File: src/rtl/bcd_pkg.sv
// Shared BCD definitions for the bcd_counter_scan block.
//   BCD_W     : width of one BCD digit
//   BCD_MAX   : largest legal digit value (9)
//   BCD_ZERO  : digit value zero
//   bcd_clamp : limits a raw nibble to the legal BCD range 0..9
package bcd_pkg;

    localparam int                BCD_W    = 4;
    localparam logic [BCD_W-1:0]  BCD_MAX  = 4'd9;
    localparam logic [BCD_W-1:0]  BCD_ZERO = 4'd0;

    // Nibbles 10..15 are not decimal digits; they saturate to 9.
    function automatic logic [BCD_W-1:0] bcd_clamp(input logic [BCD_W-1:0] nibble);
        return (nibble > BCD_MAX) ? BCD_MAX : nibble;
    endfunction

endpackage

File: src/rtl/bcd_counter_scan_if.sv
// Control and display bus of bcd_counter_scan.
//   EN, UP, CLR, LOAD, D_IN, LZB : counter controls (driven by master)
//   COUNT, TC                    : parallel count and terminal-count pulse
//   BCD_OUT, AN, BLANK           : scanned digit, one-cold anode select, blank flag
// master = the controlling logic, slave = the counter.
interface bcd_counter_scan_if
    import bcd_pkg::*;
#(
    parameter int N_DIGITS = 4
);
    logic                      EN;
    logic                      UP;
    logic                      CLR;
    logic                      LOAD;
    logic [BCD_W*N_DIGITS-1:0] D_IN;
    logic                      LZB;
    logic [BCD_W*N_DIGITS-1:0] COUNT;
    logic                      TC;
    logic [BCD_W-1:0]          BCD_OUT;
    logic [N_DIGITS-1:0]       AN;
    logic                      BLANK;

    modport master (
        output EN, UP, CLR, LOAD, D_IN, LZB,
        input  COUNT, TC, BCD_OUT, AN, BLANK
    );

    modport slave (
        input  EN, UP, CLR, LOAD, D_IN, LZB,
        output COUNT, TC, BCD_OUT, AN, BLANK
    );
endinterface

File: src/rtl/bcd_digit.sv
// One registered BCD digit of the counter chain.
//   clk, reset   : clock, asynchronous active-high reset
//   clr_i        : synchronous clear (highest priority)
//   load_i       : synchronous load of load_val_i (clamped to 0..9)
//   en_i, up_i   : global count enable and direction
//   cin_i        : carry (up) / borrow (down) from the less significant digit
//   digit_o      : stored digit, always 0..9
//   cout_o       : carry/borrow to the next digit, combinational
module bcd_digit
    import bcd_pkg::*;
(
    input  logic             clk,
    input  logic             reset,
    input  logic             clr_i,
    input  logic             load_i,
    input  logic [BCD_W-1:0] load_val_i,
    input  logic             en_i,
    input  logic             up_i,
    input  logic             cin_i,
    output logic [BCD_W-1:0] digit_o,
    output logic             cout_o
);

    logic [BCD_W-1:0] digit_q, digit_d;
    logic             step;

    // A digit moves only when the whole chain below it is wrapping.
    assign step   = en_i & cin_i;
    assign cout_o = step & (up_i ? (digit_q == BCD_MAX) : (digit_q == BCD_ZERO));

    // NOTE: the hold value is assigned first so no path leaves digit_d unassigned (no latch).
    always_comb begin
        digit_d = digit_q;
        if (clr_i) begin
            digit_d = BCD_ZERO;
        end else if (load_i) begin
            digit_d = bcd_clamp(load_val_i);
        end else if (step) begin
            if (up_i) digit_d = (digit_q == BCD_MAX)  ? BCD_ZERO : digit_q + 4'd1;
            else      digit_d = (digit_q == BCD_ZERO) ? BCD_MAX  : digit_q - 4'd1;
        end
    end

    // NOTE: non-blocking assignment for all clocked state so every register samples pre-edge values.
    always_ff @(posedge clk or posedge reset) begin
        if (reset) digit_q <= BCD_ZERO;
        else       digit_q <= digit_d;
    end

    assign digit_o = digit_q;

endmodule

File: src/rtl/bcd_counter_scan.sv
// Multi-digit BCD up/down counter with a multiplexed display scanner.
//   clk, reset : clock, asynchronous active-high reset
//   bus        : slave side of bcd_counter_scan_if
//                inputs  EN, UP, CLR, LOAD, D_IN, LZB
//                outputs COUNT (parallel count), TC (wrap pulse),
//                        BCD_OUT/AN/BLANK (one digit per scan slot, all registered)
// Parameters: N_DIGITS (1..8) must match the interface; SCAN_DIV (>=2) is the
// number of clocks each digit stays selected.
module bcd_counter_scan
    import bcd_pkg::*;
#(
    parameter int N_DIGITS = 4,
    parameter int SCAN_DIV = 50000
) (
    input  logic clk,
    input  logic reset,
    bcd_counter_scan_if.slave bus
);

    localparam int PRE_W = $clog2(SCAN_DIV);
    localparam int IDX_W = (N_DIGITS > 1) ? $clog2(N_DIGITS) : 1;

    logic [BCD_W-1:0]    digit_w [N_DIGITS];
    logic [N_DIGITS:0]   carry_w;

    logic [PRE_W-1:0]    pre_q,   pre_d;
    logic [IDX_W-1:0]    idx_q,   idx_d;
    logic                tc_q,    tc_d;
    logic [BCD_W-1:0]    bcd_q,   bcd_d;
    logic [N_DIGITS-1:0] an_q,    an_d;
    logic                blank_q, blank_d;

    // Digit 0 always steps when enabled; higher digits step on the carry chain.
    assign carry_w[0] = 1'b1;

    for (genvar i = 0; i < N_DIGITS; i++) begin : g_digit
        bcd_digit u_digit (
            .clk        (clk),
            .reset      (reset),
            .clr_i      (bus.CLR),
            .load_i     (bus.LOAD),
            .load_val_i (bus.D_IN[i*BCD_W +: BCD_W]),
            .en_i       (bus.EN),
            .up_i       (bus.UP),
            .cin_i      (carry_w[i]),
            .digit_o    (digit_w[i]),
            .cout_o     (carry_w[i+1])
        );
        assign bus.COUNT[i*BCD_W +: BCD_W] = digit_w[i];
    end

    always_comb begin
        // Prescaler free-runs regardless of the counter controls.
        pre_d = pre_q + 1'b1;
        idx_d = idx_q;
        if (pre_q == PRE_W'(SCAN_DIV - 1)) begin
            pre_d = '0;
            idx_d = (idx_q == IDX_W'(N_DIGITS - 1)) ? '0 : idx_q + 1'b1;
        end

        // Carry out of the top digit means every digit wrapped this edge;
        // CLR and LOAD override counting, so they suppress the pulse.
        tc_d = carry_w[N_DIGITS] & ~bus.CLR & ~bus.LOAD;

        // Display outputs are computed from the current index and count so
        // digit, anode and blank change together on the next edge.
        an_d  = ~(N_DIGITS'(1) << idx_q);
        bcd_d = digit_w[idx_q];

        // Blank a leading zero: this digit and all more significant ones are 0.
        blank_d = bus.LZB && (idx_q != '0);
        for (int j = 0; j < N_DIGITS; j++) begin
            if (j >= int'(idx_q) && digit_w[j] != BCD_ZERO) blank_d = 1'b0;
        end
    end

    always_ff @(posedge clk or posedge reset) begin
        if (reset) begin
            pre_q   <= '0;
            idx_q   <= '0;
            tc_q    <= 1'b0;
            bcd_q   <= BCD_ZERO;
            an_q    <= ~N_DIGITS'(1);
            blank_q <= 1'b0;
        end else begin
            pre_q   <= pre_d;
            idx_q   <= idx_d;
            tc_q    <= tc_d;
            bcd_q   <= bcd_d;
            an_q    <= an_d;
            blank_q <= blank_d;
        end
    end

    assign bus.TC      = tc_q;
    assign bus.BCD_OUT = bcd_q;
    assign bus.AN      = an_q;
    assign bus.BLANK   = blank_q;

endmodule

File: src/flat_wrapper.sv
// flat-port wrapper written by rule: the top's interface ports become plain ports
module bcd_counter_scan_flat import bcd_pkg::*;
#(
    parameter int N_DIGITS = 4,
    parameter int SCAN_DIV = 50000
)
  (clk, reset, bus_EN, bus_UP, bus_CLR, bus_LOAD, bus_D_IN, bus_LZB, bus_COUNT, bus_TC, bus_BCD_OUT, bus_AN, bus_BLANK);
  bcd_counter_scan_if #(.N_DIGITS(N_DIGITS)) bus_i ();
  input  logic clk;
  input  logic reset;
  input wire logic [$bits(bus_i.EN)-1:0] bus_EN;
  input wire logic [$bits(bus_i.UP)-1:0] bus_UP;
  input wire logic [$bits(bus_i.CLR)-1:0] bus_CLR;
  input wire logic [$bits(bus_i.LOAD)-1:0] bus_LOAD;
  input wire logic [$bits(bus_i.D_IN)-1:0] bus_D_IN;
  input wire logic [$bits(bus_i.LZB)-1:0] bus_LZB;
  output wire logic [$bits(bus_i.COUNT)-1:0] bus_COUNT;
  output wire logic [$bits(bus_i.TC)-1:0] bus_TC;
  output wire logic [$bits(bus_i.BCD_OUT)-1:0] bus_BCD_OUT;
  output wire logic [$bits(bus_i.AN)-1:0] bus_AN;
  output wire logic [$bits(bus_i.BLANK)-1:0] bus_BLANK;
  assign bus_i.EN = bus_EN;
  assign bus_i.UP = bus_UP;
  assign bus_i.CLR = bus_CLR;
  assign bus_i.LOAD = bus_LOAD;
  assign bus_i.D_IN = bus_D_IN;
  assign bus_i.LZB = bus_LZB;
  assign bus_COUNT = bus_i.COUNT;
  assign bus_TC = bus_i.TC;
  assign bus_BCD_OUT = bus_i.BCD_OUT;
  assign bus_AN = bus_i.AN;
  assign bus_BLANK = bus_i.BLANK;
  bcd_counter_scan #(.N_DIGITS(N_DIGITS), .SCAN_DIV(SCAN_DIV)) u_core (.clk(clk), .reset(reset), .bus(bus_i));
endmodule
File: config.mk
export PLATFORM = sky130hd
export DESIGN_NAME = bcd_counter_scan_flat
export DESIGN_NICKNAME = d
export VERILOG_FILES = /design/src/rtl/bcd_pkg.sv /design/src/rtl/bcd_counter_scan_if.sv /design/src/rtl/bcd_digit.sv /design/src/rtl/bcd_counter_scan.sv /design/src/flat_wrapper.sv
export SDC_FILE = /design/constraint.sdc
export NUM_CORES = 1
export LEC_CHECK = 0
export CELL_PAD_IN_SITES_DETAIL_PLACEMENT = 2
export CELL_PAD_IN_SITES_GLOBAL_PLACEMENT = 2
export CORE_MARGIN = 3
export CORE_UTILIZATION = 30
export CTS_CLUSTER_DIAMETER = 30
export DETAILED_ROUTE_END_ITERATION = 12
export GPL_TIMING_DRIVEN = 0
export PLACE_DENSITY = 0.82
export SLEW_MARGIN = 15
export SYNTH_ARGS = -nofsm -noshare
export SYNTH_HDL_FRONTEND = slang
export SYNTH_HIERARCHICAL = 1
export SYNTH_SLANG_ARGS = --single-unit
File: constraint.sdc
create_clock -name clk -period 3.6 [get_ports clk]
set_input_delay 0.54 -clock clk [delete_from_list [all_inputs] [get_ports clk]]
set_output_delay 0.54 -clock clk [all_outputs]
set_load 0.02 [all_outputs]
* After elaboration in Yosys (flattened, before gate mapping) *
Cells that the tools add are included.
W data, S select, Z words.

cells by class
  shift-type cells = 1
  add/subtract/negate cells = 10
  muxes and demuxes = 41
  reduce and logical (&&, ||, !) cells = 17
  $mul = 0
  equal/unequal tests = 6
  divide/modulo/power cells = 0
  magnitude comparators = 8
  bitwise operators = 13

operator list
  cell                     number
  $mux W4                  30
  $add A16 B1 Y16 const B  1
  $add A4 B1 Y4 const B    4
  $eq A16 B16 Y1 const B   1
  $eq A4 B4 Y1 const B     4
  $gt A4 B4 Y1 const B     4
  $logic_not A4 Y1         4
  $mux W16                 1
  $reduce_bool A4 Y1       4
  $sub A4 B1 Y4 const B    4
  $reduce_bool A3 Y1       4
  $and A1 B1 Y1            9
  $bmux W4 S2              1
  $mux W1                  8
  $ge A1 B2 Y1 const A     2
  $logic_and A1 B1 Y1      4
  $not A4 Y4               1
  $shl A1 B2 Y4 const A    1
  $ge A3 B3 Y1 const B     1
  $not A2 Y3               1
  $add A2 B1 Y2 const B    1
  $eq A2 B2 Y1 const B     1
  $ge A2 B2 Y1 const A     1
  $mux W2                  1
  2 further kinds          3

word-level totals
  logic and storage cells = 106
  output and inout bits = 26
  RAM bits = 0
  latch bits = 0
  flip-flop bits (word level) = 44
  bits of input ports = 23
  memory bits (read-only) = 0
  memories = 0

* Longest topological paths before layout *
Gate-level depths: netlist of run 1.

  word-level depth = 11
  mapped depth = 11
  depth with buffers taken out = 10

* Modules after synthesis *
Netlist of run 1, hierarchy kept.

modules (own cells, without submodules)
  module            area an instance (µm²)  instances  cells an instance  seq. area each (µm²)
  bcd_digit         362.8                   4          44                 100.1
  bcd_counter_scan  1,303.8                 1          111                704.4

* Least setup slack after synthesis of run 1 *
No wires, ideal clock.

  path type = reg-to-reg
  start point = reg u_core.g_digit[0].u_digit.digit_q[3]
  end point = reg u_core.g_digit[3].u_digit.digit_q[1]
  library setup time = 0.077 ns
  cell stages (with the launch flop) = 12
  required time = 3.523 ns
  slack = 0.730 ns
  arrival time = 2.793 ns
  buffers on the path = 1
  cell sequence = dfrtp_1 buf_6 or3_1 a2111oi_2 nand2_2 a2111oi_2 nand2_2 a2111oi_2 nand2_2 nor4_1 o21ai_0 a21oi_1

between the ends
  cells in the longest elaborated chain, start to end = 9

RTL lines
  item                                              line                    source
  start: declaration                                bcd_digit.sv:24         logic [BCD_W-1:0] digit_q, digit_d;
  start signal: assignment                          bcd_digit.sv:47         else digit_q <= digit_d;
  $eq A4 B4 Y1 or $logic_not A4 Y1 (tied branches)  bcd_digit.sv:29         assign cout_o = step & (up_i ? (digit_q == BCD_MAX) : (digit_q == BCD_ZERO));
  $mux W1 (*)                                       bcd_digit.sv:29
  $and A1 B1 Y1 (*)                                 bcd_digit.sv:29
  net u_core.carry_w[1]                             bcd_counter_scan.sv:24  logic [N_DIGITS:0] carry_w;
  $and A1 B1 Y1 (*)                                 bcd_digit.sv:28         assign step = en_i & cin_i;
  $and A1 B1 Y1 (*)                                 bcd_digit.sv:29
  net u_core.carry_w[2]                             bcd_counter_scan.sv:24
  $and A1 B1 Y1 (*)                                 bcd_digit.sv:28
  $and A1 B1 Y1 (*)                                 bcd_digit.sv:29
  net u_core.carry_w[3]                             bcd_counter_scan.sv:24
  $and A1 B1 Y1 (*)                                 bcd_digit.sv:28
  $reduce_bool A3 Y1 (no source line) (*)           -
  end signal: assignment                            bcd_digit.sv:47
  end: declaration                                  bcd_digit.sv:24

Mark *: on every way through the listed nets, which the timed path passes. The rest lies on a longest branch.
A chain may end at the register's enable or synchronous reset.

* Final worst setup path of run 1 *
  start point = in bus_UP
  end point = reg u_core.g_digit[3].u_digit.digit_q[2]

between the ends
  cells in the longest elaborated chain, start to end = 8

RTL lines
  item                                 line                    source
  start: declaration                   flat_wrapper.sv:12      input wire logic [$bits(bus_i.UP)-1:0] bus_UP;
  $mux W1                              bcd_digit.sv:29
  $and A1 B1 Y1                        bcd_digit.sv:29
  net u_core.carry_w[1]                bcd_counter_scan.sv:24
  $and A1 B1 Y1                        bcd_digit.sv:28
  $and A1 B1 Y1                        bcd_digit.sv:29
  net u_core.carry_w[2]                bcd_counter_scan.sv:24
  $and A1 B1 Y1                        bcd_digit.sv:28
  $and A1 B1 Y1                        bcd_digit.sv:29
  net u_core.carry_w[3]                bcd_counter_scan.sv:24
  $and A1 B1 Y1                        bcd_digit.sv:28
  $reduce_bool A3 Y1 (no source line)  -

The timed path passes the listed nets, and every way through them passes these cells. The select of a mux whose other input is x is not followed.

==> impl_metrics.yaml, run 1 <==
global_route:
  grt_pass1_vias: 2698
  grt_pass1_wl_um: 14070
  grt-ovfl-total: 0
  grt_usage_pct: 17.14
  antenna_found_initial: 0
  grt_max_degree: 29
worst_setup_path:
  crit_required_ps: 3830
  arrival_ps: 3470
  start_kind: "input port"
  cp-end-kind: "flip-flop"
  path_class: "input port to flip-flop"
  path_max_fanout: 24
routing:
  vias: 2459
  vias_per_cell: 5.452
  wl_um: 8440
  drtAntennaViolNets: 0
  drcViolationCount: 0
  drtPass1Iterations: 4
  wl_per_cell_um: 18.71
  first_iter_violations: 80
finish:
  nets: 371
  drive_gt1_share_pct: 10.20
  area_delta_synth_final_pct: 25.34
  final_common_cell: "clkdlybuf4s50_1"
  diodes: 0
  final_cell_mix: "47 x clkdlybuf4s50_1, 41 x dfrtp_1, 30 x nor2_1"
cts:
  clk_pin_slew_ps: 90
  h-tree-depth: 2
  insertion_delay_ps: 300
  cts_tree: "yes"
  cts_made_buffers: 5
  cts.sinks: 44
  hold_buffers: 0
  clockRootBuffer: "clkbuf_8"
  cts_buffer_depth: 2
  post_cts_buffers: 0
floorplan:
  rows: 34
  die_area_sq_um: 10370
  fp.dieW_um: 101.8
  core_area_sq_um: 8806
  io_pins: 49
  die_h_um: 101.8
  initial_core_util_pct: 31.29
sta:
  max_slew_margin_pct: 33.93
  min_period_ps: 3238
  fmax_ghz: 0.3088
  period_share_pct: 89.95
  rsz0062_at_grt: "no"
  finalSetupTns_ps: 0
  hold_viol: 0
  worst_hold_slack_ps: 508.2
  setup_viol: 0
  finClkSkew_ps: 15.68
  drv_slew: 0
  worst_pin_slew_ps: 984.9
synthesis:
  ys_types: 41
  avgSynthCellArea_sq_um: 9.600
  ys_seq_area_share_pct: 40.10
  synthTopCellsByArea: "dfrtp_1 37%, xor2_1 5.7%, nor2_1 4.1%"
  syn_inst: 287
  ys_warn_count: 6
  async_flop_share_pct: 100.0
  synth_edf_count: 0
  synth_nets: 316
  synth-seq-cells: 44
  synth_top_area_share_pct: 37.24
  ys.flop_type: "dfrtp_1"
  synthesis.area_sq_um: 2755
  synth_top_area_cell: "dfrtp_1"
run_status:
  outcome: "finished clean"
place:
  place_congestion: 0.7865
  port_buffers: 48
  dp_hpwl_um: 6316
pwr:
  vdd_ir_drop_max_mv: 0.1462
  power_leakage_nw: 1.450
  total_power_mw: 1.040
  power_density_nw_per_um2: 301.1
worst_hold_path:
  worstHoldPathType: "flip-flop to flip-flop"
flow_run:
  maxCapViolCount: 0
cells by family after synthesis:
group | Yosys count | share of synthesized area, %
fa+ha+maj | 6 | 2.725
simple gates | 118 | 22.98
compound gates | 54 | 14.30
xor+xnor | 30 | 9.537
other cells | 1 | 0.1361
flops | 44 | 40.10
mux | 6 | 4.087
buf+inv | 28 | 6.131
report_power, final:
part	total, mW	switching [mW]	internal, mW
clock	0.311	0.176	0.135
sequential	0.528	0.0220	0.506
combinational	0.201	0.107	0.0932
total	1.04	0.305	0.735
sequential cells by signal, indices dropped and copies added, names as in the netlist:
register,count
u_core/bus.TC,1
u_core/bus.AN,4
u_core/idx_q,2
u_core/bus.BCD_OUT,4
u_core/bus.BLANK,1
u_core/g_digit.u_digit/digit_o,16
u_core/pre_q,16
cell usage after synthesis, types with 5 or more instances:
library cell,n
buf_6,8
a21oi_1,5
clkbuf_1,5
nor4_1,14
nand3b_1,8
ha_1,6
and3_1,5
o21ai_1,8
nand2_1,19
nor3_1,7
dfrtp_1,41
o21ai_0,12
xnor2_1,12
nor2_1,30
xor2_1,18
nand3_1,10
inv_1,14
worst paths after layout:
| kind | start | end | slack [ps] | depth (start not counted) |
|---|---|---|---|---|
| worst max-delay path | bus_UP | u_core/g_digit[3].u_digit/digit_o[2]$_DFFE_PP0P_ | 360 | 11 |
| worst min-delay path | u_core/pre_q[7]$_DFF_PP0_ | u_core/pre_q[7]$_DFF_PP0_ | 510 | 1 |
| worst max register to register | u_core/g_digit[0].u_digit/digit_o[3]$_DFFE_PP0P_ | u_core/g_digit[3].u_digit/digit_o[2]$_DFFE_PP0P_ | 420 | 11 |
| worst min register to register | u_core/pre_q[7]$_DFF_PP0_ | u_core/pre_q[7]$_DFF_PP0_ | 510 | 1 |
| max in group asynchronous | reset | u_core/bus.BCD_OUT[3]$_DFF_PP0_ | 2270 | 2 |
| min in group asynchronous | reset | u_core/g_digit[1].u_digit/digit_o[1]$_DFFE_PP0P_ | 620 | 2 |
stage by stage:
step           instances  util, %  setup slack [ps]  instance area, sq um
2_1_floorplan        287        -             729.5                  2755
3_3_place_gp         443    38.28            -596.6                  3371
3_5_place_dp         443    38.28            -687.9                  3371
4_1_cts              451    39.26             34.80                  3457
5_1_grt              451    39.22             23.23                  3453
6_report             451    39.22             361.7                  3453
layout make-up:
| class | instances | area (sq um) |
|---|---|---|
| clock buffers | 5 | 68.82 |
| inverters | 14 | 52.55 |
| fillers | 980 | 5353 |
| repair buffers | 48 | 475.5 |
| multi-input cells | 215 | 1481 |
| flip-flops and latches | 44 | 1105 |
| plain buffers | 14 | 116.4 |
| well taps | 108 | 135.1 |
| clock inverters | 3 | 18.77 |
layer usage:
layer | vias to the layer above | wire length, um | global-route usage [%]
li1 | 1156 | - | -
met1 | 1250 | 3921 | 22.98
met2 | 46 | 4207 | 29.58
met3 | 7 | 232 | 2.594
met4 | 0 | 78 | 3.431
met5 | - | 0 | 0
critical path, cell delays in order:
cell       delay, ps
clkbuf_2         330
or3_1            450
a2111oi_2        400
nand2_2          210
a2111oi_2        280
nand2_2          210
a2111oi_2        280
nand2_2          210
o22ai_1          290
a32oi_1          140
nor2_1           110
repair_timing:
item	CTS	global route
setup endpoints to repair	5	5
resized for setup	1	2
endpoints found under the hold margin	0	0
(Power assumes the default switching activity.)
==> inputs of run 2 (changes only) <==
CORE_UTILIZATION = 33   (was 30)
PLACE_DENSITY = 0.88   (was 0.82)
SKIP_CTS_REPAIR_TIMING = 1   (was unset)
==> run 2 against run 1 <==
Effect of this change:
- routed wire length increased by 2.5%
- clock-buffer cell count increased by 1
- global-route usage increased by 1.6 points
- non-clock buffer count increased by 2
- critical path type is now flip-flop to flip-flop
==> impl_metrics.yaml, run 2 (synthesized netlist as in run 1, its figures left out) <==
global_route:
  grt_pass1_wl_um: 14400
  grt_pass1_vias: 2727
  grt_usage_pct: 18.79
  grt-ovfl-total: 0
  antenna_found_initial: 0
  grt_max_degree: 29
place:
  place_congestion: 0.7482
  dp_hpwl_um: 6316
  dp_worst_setup_slack_ps: -805.9
  port_buffers: 48
finish:
  area_delta_synth_final_pct: 26.79
  fillers: 878
  utilization_pct: 44.07
  final_common_cell: "clkdlybuf4s50_1"
  multi_input_area_sq_um: 1494
  drive_gt1_share_pct: 10.43
  seq_area_sq_um: 1105
  diodes: 0
  final_cell_mix: "47 x clkdlybuf4s50_1, 41 x dfrtp_1, 30 x nor2_1"
  nets: 373
worst_setup_path:
  start_kind: "flip-flop"
  path_class: "flip-flop to flip-flop"
  r2r-end: "u_core/g_digit[3].u_digit/digit_o[1]$_DFFE_PP0P_"
  cp_slowest_cell: "dfrtp_1"
  rrSetupSlack_ps: 420
  crit_required_ps: 3810
  cp-end-kind: "flip-flop"
  cpMostUsedCell: "nand2_2"
  cp-startpoint: "u_core/g_digit[0].u_digit/digit_o[3]$_DFFE_PP0P_"
  path_max_fanout: 8
  endpoint: "u_core/g_digit[3].u_digit/digit_o[1]$_DFFE_PP0P_"
  max_stage_delay_ps: 460
  reg2reg_depth: 11
  r2r-start: "u_core/g_digit[0].u_digit/digit_o[3]$_DFFE_PP0P_"
  cp_cell_sequence: "buf_6 > or3_1 > a2111oi_2 > nand2_2 > a2111oi_4 > nand2_2 > a2111oi_2 > nand2_2 > nor4_1 > o21ai_0 > a21oi_1"
  arrival_ps: 3380
pwr:
  total_power_mw: 1.107
  power_density_nw_per_um2: 316.8
  vdd_ir_drop_max_mv: 0.1420
  p_int_uw: 806.2
  seqPwrFrac_pct: 47.7
  p_comb_share_pct: 18.4
  power_leakage_nw: 1.466
  p_switching_uw: 300.5
  clockPowerShare_pct: 33.9
  switching_share_pct: 27.15
floorplan:
  initial_core_util_pct: 34.75
  rows: 32
  die_area_sq_um: 9481
  fp.dieW_um: 97.37
  io_pins: 49
  die_h_um: 97.37
  core_area_sq_um: 7928
cts:
  clk_pin_slew_ps: 80
  insertion_delay_ps: 300
  clockRootBuffer: "clkbuf_8"
  cts_made_buffers: 5
  cts.sinks: 44
  cts_buffer_depth: 2
  h-tree-depth: 2
  cts_tree: "yes"
sta:
  fmax_ghz: 0.3149
  worst_hold_slack_ps: 516.8
  setup_viol: 0
  period_share_pct: 88.22
  max_slew_margin_pct: 32.14
  rsz0062_at_grt: "no"
  layout_setup_ws_ps: 424.1
  drv_slew: 0
  worst_pin_slew_ps: 1012
  hold_viol: 0
  finClkSkew_ps: 6.416
  min_period_ps: 3176
routing:
  wl_um: 8653
  wl_per_cell_um: 19.36
  drtPass1Iterations: 4
  vias: 2442
  drcViolationCount: 0
  first_iter_violations: 77
  vias_per_cell: 5.463
  drtAntennaViolNets: 0
worst_hold_path:
  hold_depth: 1
  worstHoldPathType: "flip-flop to flip-flop"
run_status:
  outcome: "finished clean"
flow_run:
  maxCapViolCount: 0
run 2: cell types whose count changed in the layout (fill, tap and decap cells not counted):
| cell | before | now |
|---|---|---|
| clkinv_4 | 1 | 0 |
| buf_2 | 0 | 1 |
| a2111oi_2 | 4 | 3 |
| clkbuf_2 | 1 | 0 |
| clkbuf_1 | 5 | 6 |
| bufinv_16 | 0 | 1 |
| clkinv_2 | 2 | 1 |
| a2111oi_4 | 0 | 1 |
| buf_4 | 1 | 3 |
run 2: routing by layer:
metal  track usage, %  vias up  share of wire [%]  routed length (um)
li1                 -     1154                  -                   -
met1            23.98     1235                 45                3875
met3            3.015        6                3.3                 287
met2            33.00       47                 51                4407
met4            4.792        0               0.97                  84
met5                0        -                  0                   0
run 2: critical path, delay by kind of cell, from the launching register on:
kind,cells,cell delay [ps]
AND/OR/NAND/NOR,5,1200
flip-flops,1,460
buffers and inverters,1,170
AO/OA/AOI/OAI,5,1250
run 2: per-stage QoR:
step / cell area [sq um] / std cells / TNS, ps
CTS: 3471 / 445 / -2000
global route: 3493 / 447 / 0
detailed placement: 3363 / 437 / -4228
global placement: 3363 / 437 / -2489
floorplan: 2755 / 287 / 0
finish: 3493 / 447 / 0
run 2: power by group through the flow:
stage                     clock [mW]  combinational (mW)  sequential (mW)
final                          0.376               0.203            0.528
after global routing           0.407               0.223            0.530
after CTS                      0.384               0.202            0.528
after detailed placement           0               0.201            0.538
after global placement             0               0.192            0.536
after floorplan                    0              0.0978            0.545
run 2: how the worst min path moves through the flow:
| stage | to | from | slack, ps |
|---|---|---|---|
| after global placement | u_core/pre_q[7]$_DFF_PP0_ | u_core/pre_q[7]$_DFF_PP0_ | 480 |
| final | u_core/pre_q[11]$_DFF_PP0_ | u_core/pre_q[11]$_DFF_PP0_ | 520 |
| after CTS | u_core/pre_q[11]$_DFF_PP0_ | u_core/pre_q[11]$_DFF_PP0_ | 520 |
| after floorplan | u_core/g_digit[0].u_digit/digit_o[0]$_DFFE_PP0P_ | reset | 310 |
| after global routing | u_core/pre_q[11]$_DFF_PP0_ | u_core/pre_q[11]$_DFF_PP0_ | 540 |
| after detailed placement | u_core/pre_q[11]$_DFF_PP0_ | u_core/pre_q[11]$_DFF_PP0_ | 500 |
run 2: area by class of cell:
class	instances	area share, %
multi-input combinational	215	42.76
sequential	44	31.63
timing repair buffer	50	14.04
tap	102	3.653
buffer	14	3.331
clock buffer	6	2.077
inverter	14	1.504
clock inverter	2	1.003
